==> src/rtl/beat_seq_ctrl.sv <==
// beat_seq_ctrl: machine-cycle sequencer for the hardwired controller.
// Generates the one-hot beat vector W internally, latches the console mode
// from the raw switches, counts setup cycles (PHASE/STO) and console
// transfers, and ends a console run after XFER_LEN transfers.
// All state updates happen on the falling edge of T3; CLR is an
// asynchronous active-low reset.
// Optional feature macro: BEAT_STEP_EN. It adds the STEP input for
// single-beat stepping with START.
module beat_seq_ctrl #(
  parameter int NBEATS = 3,   // beats per machine cycle, 2..8
  parameter int NPHASE = 2,   // setup cycles before STO, 1..7
  parameter int CNT_W  = 8    // transfer length / counter width
) (
  input  logic              T3,
  input  logic              CLR,
  input  logic              START,
`ifdef BEAT_STEP_EN
  input  logic              STEP,
`endif
  input  logic              RSWA,
  input  logic              RSWB,
  input  logic              RSWC,
  input  logic              SHORT,
  input  logic              LONG,
  input  logic              STOP,
  input  logic [CNT_W-1:0]  XFER_LEN,
  output logic [NBEATS-1:0] W,
  output logic              SWA,
  output logic              SWB,
  output logic              SWC,
  output logic [2:0]        PHASE,
  output logic              STO,
  output logic              RUN,
  output logic              DONE,
  output logic [CNT_W-1:0]  XFER_CNT
);

  localparam logic [2:0]        PHASE_MAX = 3'(NPHASE);
  localparam logic [NBEATS-1:0] BEAT0     = {{(NBEATS-1){1'b0}}, 1'b1};
  localparam logic [CNT_W-1:0]  CNT_ONE   = {{(CNT_W-1){1'b0}}, 1'b1};

  typedef enum logic {
    S_IDLE = 1'b0,
    S_RUN  = 1'b1
  } state_t;

  state_t            state, state_nxt;
  logic [NBEATS-1:0] w_q, w_nxt;
  logic [2:0]        mode_q, mode_nxt;
  logic [2:0]        phase_q, phase_nxt;
  logic              done_q, done_nxt;
  logic [CNT_W-1:0]  cnt_q, cnt_nxt;

  logic [2:0]        raw_mode;
  logic              advance;
  logic              cycle_end;
  logic              console;
  logic              len_hit;
  logic [CNT_W-1:0]  cnt_inc;

  assign raw_mode = {RSWC, RSWB, RSWA};

  // A beat transition happens on every edge while running, unless stepping
  // is enabled, in which case only edges with START held high advance.
`ifdef BEAT_STEP_EN
  assign advance = (state == S_RUN) && (!STEP || START);
`else
  assign advance = (state == S_RUN);
`endif

  // SHORT ends at beat 0 before LONG is considered; on the last beat the
  // cycle always ends, so LONG has no effect when NBEATS is 2.
  assign cycle_end = (w_q[0] && SHORT) || (w_q[1] && !LONG) || w_q[NBEATS-1];

  // Console modes are exactly one switch set; 000 is program execution.
  assign console = (mode_q == 3'b001) || (mode_q == 3'b010) || (mode_q == 3'b100);
  assign cnt_inc = cnt_q + CNT_ONE;

  // Next-state and datapath decode for the idle/run controller.
  always_comb begin
    // NOTE: every variable gets its hold value first so that no path through
    // the case/if tree leaves it unassigned, which would infer a latch.
    state_nxt = state;
    w_nxt     = w_q;
    mode_nxt  = mode_q;
    phase_nxt = phase_q;
    done_nxt  = done_q;
    cnt_nxt   = cnt_q;
    len_hit   = 1'b0;

    case (state)
      S_IDLE: begin
        if (START) begin
          state_nxt = S_RUN;
          w_nxt     = BEAT0;
          done_nxt  = 1'b0;
          mode_nxt  = raw_mode;
          // A new mode restarts setup and transfer counting; the same mode
          // resumes where the previous run left off.
          if (raw_mode != mode_q) begin
            phase_nxt = 3'd0;
            cnt_nxt   = '0;
          end
        end
      end

      S_RUN: begin
        if (advance) begin
          if (!cycle_end) begin
            w_nxt = w_q << 1;
          end else begin
            // Bookkeeping for the completed cycle: setup first, then
            // transfer counting once setup is complete.
            if (phase_q < PHASE_MAX) begin
              phase_nxt = phase_q + 3'd1;
            end else if (console) begin
              cnt_nxt = cnt_inc;
              len_hit = (XFER_LEN != '0) && (cnt_inc == XFER_LEN);
            end
            // Termination: a reached transfer length wins over STOP, and
            // STOP halts any cycle, including setup cycles.
            if (len_hit) begin
              done_nxt  = 1'b1;
              state_nxt = S_IDLE;
              w_nxt     = '0;
            end else if (STOP) begin
              state_nxt = S_IDLE;
              w_nxt     = '0;
            end else begin
              w_nxt = BEAT0;
            end
          end
        end
      end

      default: begin
        state_nxt = S_IDLE;
        w_nxt     = '0;
      end
    endcase
  end

  // State register, updated on falling T3 and cleared asynchronously by CLR.
  always_ff @(negedge T3 or negedge CLR) begin
    if (!CLR) begin
      state   <= S_IDLE;
      w_q     <= '0;
      mode_q  <= 3'b000;
      phase_q <= 3'd0;
      done_q  <= 1'b0;
      cnt_q   <= '0;
    end else begin
      // NOTE: non-blocking assignments so every register samples the
      // pre-edge values computed above, independent of statement order.
      state   <= state_nxt;
      w_q     <= w_nxt;
      mode_q  <= mode_nxt;
      phase_q <= phase_nxt;
      done_q  <= done_nxt;
      cnt_q   <= cnt_nxt;
    end
  end

  assign W        = w_q;
  assign SWA      = mode_q[0];
  assign SWB      = mode_q[1];
  assign SWC      = mode_q[2];
  assign PHASE    = phase_q;
  assign STO      = (phase_q == PHASE_MAX);
  assign RUN      = (state == S_RUN);
  assign DONE     = done_q;
  assign XFER_CNT = cnt_q;

endmodule

==> config.mk <==
export PLATFORM = sky130hd
export DESIGN_NAME = beat_seq_ctrl
export DESIGN_NICKNAME = d
export VERILOG_FILES = /design/src/rtl/beat_seq_ctrl.sv
export SDC_FILE = /design/constraint.sdc
export NUM_CORES = 1
export LEC_CHECK = 0
export ABC_AREA = 0
export CAP_MARGIN = 0
export CORE_UTILIZATION = 49
export CTS_CLUSTER_SIZE = 30
export DETAILED_ROUTE_END_ITERATION = 8
export GPL_TIMING_DRIVEN = 0
export PLACE_DENSITY = 0.92
export SYNTH_ARGS = -nofsm -noshare
export SYNTH_HDL_FRONTEND = slang
export SYNTH_SLANG_ARGS = --single-unit
export TNS_END_PERCENT = 5
==> constraint.sdc <==
create_clock -name T3 -period 3.22 [get_ports T3]
set_clock_uncertainty 0.15 [all_clocks]
set_input_delay 0.644 -clock T3 [delete_from_list [all_inputs] [get_ports T3]]
set_output_delay 0.644 -clock T3 [all_outputs]
set_load 0.05 [all_outputs]
=== Word level (Yosys, flattened, before mapping) ===
Cells that the tools add are included.

* Flip-flop bits (word level): 19
* Output and inout bits: 20
* Word-level logic and storage cells: 65

* Add/subtract/negate cells: 2
* Magnitude comparators: 1
* Equality and inequality tests: 13
* Mux-type cells: 29
* Bitwise operators: 1
* Reductions and logical operators: 13

{| class="wikitable"
|+ Operators with widths
! kind !! number
|-
| 8-bit 2-to-1 mux || 5
|-
| 3-bit 2-to-1 mux || 6
|-
| 8-bit one-hot mux with 2 select lines || 1
|-
| 1-bit 2-to-1 mux || 13
|-
| 3-bit one-hot mux with 2 select lines || 2
|-
| 8-bit by 1-bit adder with 8-bit output, second input constant || 1
|-
| 8-bit == test || 1
|-
| 2-bit by 1-bit inequality test with 1-bit output, second input constant || 4
|-
| 8-bit nonzero test || 1
|-
| 3-bit by 2-bit == test with 1-bit output, second input constant || 2
|-
| 2-bit inequality test, second input constant || 3
|-
| 5-bit AND reduction || 1
|-
| 1-bit logical OR || 4
|-
| 1-bit one-hot mux with 2 select lines || 2
|-
| 4-bit AND reduction || 1
|-
| 3-bit by 1-bit adder with 3-bit output, second input constant || 1
|-
| 3-bit by 1-bit == test with 1-bit output, second input constant || 1
|-
| 3-bit == test, second input constant || 1
|-
| 1-bit logical AND || 3
|-
| 3-bit by 2-bit < comparator with 1-bit output, second input constant || 1
|-
| 3-bit inequality test || 1
|-
| 3-bit AND reduction || 1
|-
| 2-bit AND reduction || 1
|-
| 1-bit logical NOT || 1
|-
| 1-bit inverter || 1
|}

=== Logic depth before layout (Yosys ltp) ===
* Depth in word-level cells: 10
* Depth in mapped cells: 7
* Depth with buffers taken out: 6

==> flow_summary.json <==
{
  "setup_viol_count_final": 29,
  "htreeDepth": 1,
  "critPathArrivalTime_ns": 2.05,
  "cap_violations": 0,
  "hold_violations": 0,
  "synth_top_area_share_pct": 41.3,
  "syn_to_final_growth_pct": 47.2,
  "ant_nets": 0,
  "dr.first_iter.drc_count": 33,
  "initial_utilization_pct": 52.0,
  "cts.path.max_buffers": 2,
  "yosys-top-cells-area": "dfrtn_1, xnor2_1, xor2_1, nand2_1, a21oi_1",
  "vias": 1182,
  "crit_path_start_kind": "primary input",
  "die_height_um": 50.5,
  "ir_drop_mv": 0.549,
  "crit_type": "primary input to flop",
  "grt_pass1_wl_um": 5130,
  "clockRootBuffer": "clkbuf_4",
  "cts.sinks": 19,
  "r2r-start": "XFER_CNT[0]$_DFFE_NN0P_",
  "regArea_sq_um": 475,
  "grt_use_total_pct": 26.5,
  "timing.hold.ws_ns": 0.321,
  "violations": "negative setup slack",
  "clkTransAtPathRegs_ns": 0.07,
  "drc": 0,
  "tightestPinTransition_ns": 0.888,
  "num-fill-cells": 170,
  "syn-cell-area_sq_mm": 0.00115,
  "core_sq_mm": 0.00221,
  "grt_antenna_before_repair": 0,
  "dr.pass1.iters": 4,
  "grt_pass1_vias": 1174,
  "ys_seq_area_share_pct": 41.3,
  "status": "finished with violations",
  "yosysUniqueCellTypes": 33,
  "grt_max_degree": 20,
  "post-place-ws_ns": -1.08,
  "cts_buffers": 3,
  "hold_start": "XFER_CNT[6]$_DFFE_NN0P_",
  "crit_buf_inv": 1,
  "antennaDiodeCount": 0,
  "pin_count": 37,
  "crit_path_top_delay_cell": "or4_4",
  "dp_hpwl_um": 2160,
  "synth_seq_cells": 19,
  "path_cells": "buf_6 > xnor2_1 > a211o_1 > or4_4 > nor4_4 > a21boi_1",
  "postLayoutCoreUtil_pct": 76.6,
  "total_power_mw": 1.53,
  "crit_fanout": 3,
  "cp_top_family": "simple AND/OR/NAND/NOR gates",
  "maxSlewViolCount": 0,
  "fin_area_sq_mm": 0.00169,
  "io_buffer_count": 36,
  "finalNonFillerCells": 199,
  "row_count": 17,
  "avgSynthCellArea_sq_um": 9.14,
  "hold_class": "flop to flop",
  "ys_warn_count": 0,
  "max_stage_delay_ns": 0.50,
  "critPathLaunch": "XFER_LEN[0]",
  "power_per_cell_area_mw_per_mm2": 903,
  "gp_congestion": 0.835,
  "place_inst": 190,
  "yosysTopAreaCell": "dfrtn_1",
  "die_width_um": 50.5,
  "rsz0062_at_grt": "yes",
  "vias_per_cell": 5.94,
  "multi_input_area_sq_um": 744,
  "avgRoutedWirePerCell_um": 16.1,
  "leakagePower_nw": 0.768,
  "grt_overflow": 0,
  "max-slew-margin-rel_pct": 40.6,
  "crit_path_end_kind": "flop",
  "drive_gt1_share_pct": 36.8,
  "final_net_count": 192,
  "cts_tree": "done",
  "finalWorstSetupSlack_ns": -0.459,
  "dpl_cell_area_sq_mm": 0.00156,
  "drt-total-wl_um": 3210,
  "clk_latency_ns": 0.29,
  "finalSetupTns_ns": -5.66,
  "syn-num-nets": 146,
  "required_ns": 1.60,
  "dieArea_sq_mm": 0.00255,
  "synthCells": 126
}
[per-layer routing]
layer | vias up | track usage (%) | share of wire (%)
li1 | 538 | - | -
met1 | 570 | 30.8 | 39
met2 | 64 | 46.9 | 53
met3 | 10 | 5.15 | 6.4
met4 | 0 | 11.6 | 2.2
met5 | - | 0 | 0
[cell type report]
cell class	instances	area share, %
clock buffers	4	1.55
plain buffers	2	0.886
multi-input cells	100	43.9
flip-flops and latches	19	28.1
repair buffers	41	22.4
inverters	5	1.11
well taps	28	2.07
[placed cells by master, fill, tap and decap left out, types with 3 or more instances in the layout]
master	instances
buf_4	4
buf_2	8
dfrtn_1	19
o21ai_0	4
buf_6	24
a21oi_2	3
xor2_1	7
a22o_1	3
clkbuf_2	3
xnor2_1	10
nor2_1	9
o21ai_1	4
nor3_1	4
inv_1	4
nand2_1	17
a21oi_1	8
clkbuf_4	3
[worst paths after layout]
check / to / slack [ns] / depth (start not counted)
setup / recovery: RUN$_DFF_NN0_ / -0.46 / 6
hold / removal: XFER_CNT[6]$_DFFE_NN0P_ / 0.32 / 1
setup reg to reg: RUN$_DFF_NN0_ / 0.76 / 6
min in group asynchronous: PHASE[1]$_DFFE_NN0P_ / 2.19 / 1
hold reg to reg: XFER_CNT[6]$_DFFE_NN0P_ / 0.32 / 1
max in group asynchronous: XFER_CNT[1]$_DFFE_NN0P_ / 0.16 / 1
[synth_stat cells, drive strengths merged]
cell     instances
nor4             3
xor2             8
o22a             1
nor2b            1
inv              5
mux2             1
mux2i            1
a221oi           1
clkbuf           1
a211o            1
nand2           18
o221ai           1
ha               3
nand2b           1
a2bb2oi          1
a21boi           1
a22o             3
nand3            2
dfrtn           19
xnor2           10
nor3             5
buf              1
or3              1
o21ai            8
or4              1
nor2            10
and4             2
a31oi            2
o32ai            1
a21oi           11
a21o             2
[logic make-up after synthesis]
group | synth area share (%)
simple gates | 19.3
compound gates | 18.2
flops | 41.3
xor+xnor | 13.7
buf+inv | 2.39
fa+ha+maj | 3.26
mux | 1.85
[repair_timing]
| action | CTS | global route |
|---|---|---|
| pin swaps | 13 | 8 |
| gates resized for setup | 202 | 20 |
| setup endpoints to repair | 34 | 33 |
| hold buffers | 0 | 0 |
| buffers inserted | 4 | 1 |
[registers in the layout, summed over array words and instances (netlist names)]
register  count
W             3
DONE          1
mode_q        3
RUN           1
XFER_CNT      8
PHASE         3
[report_power, final]
group | switching [mW] | internal [mW]
combinational | 0.594 | 0.400
clock | 0.0729 | 0.0482
sequential | 0.103 | 0.311
No activity file was read; power rests on OpenSTA's default activity.
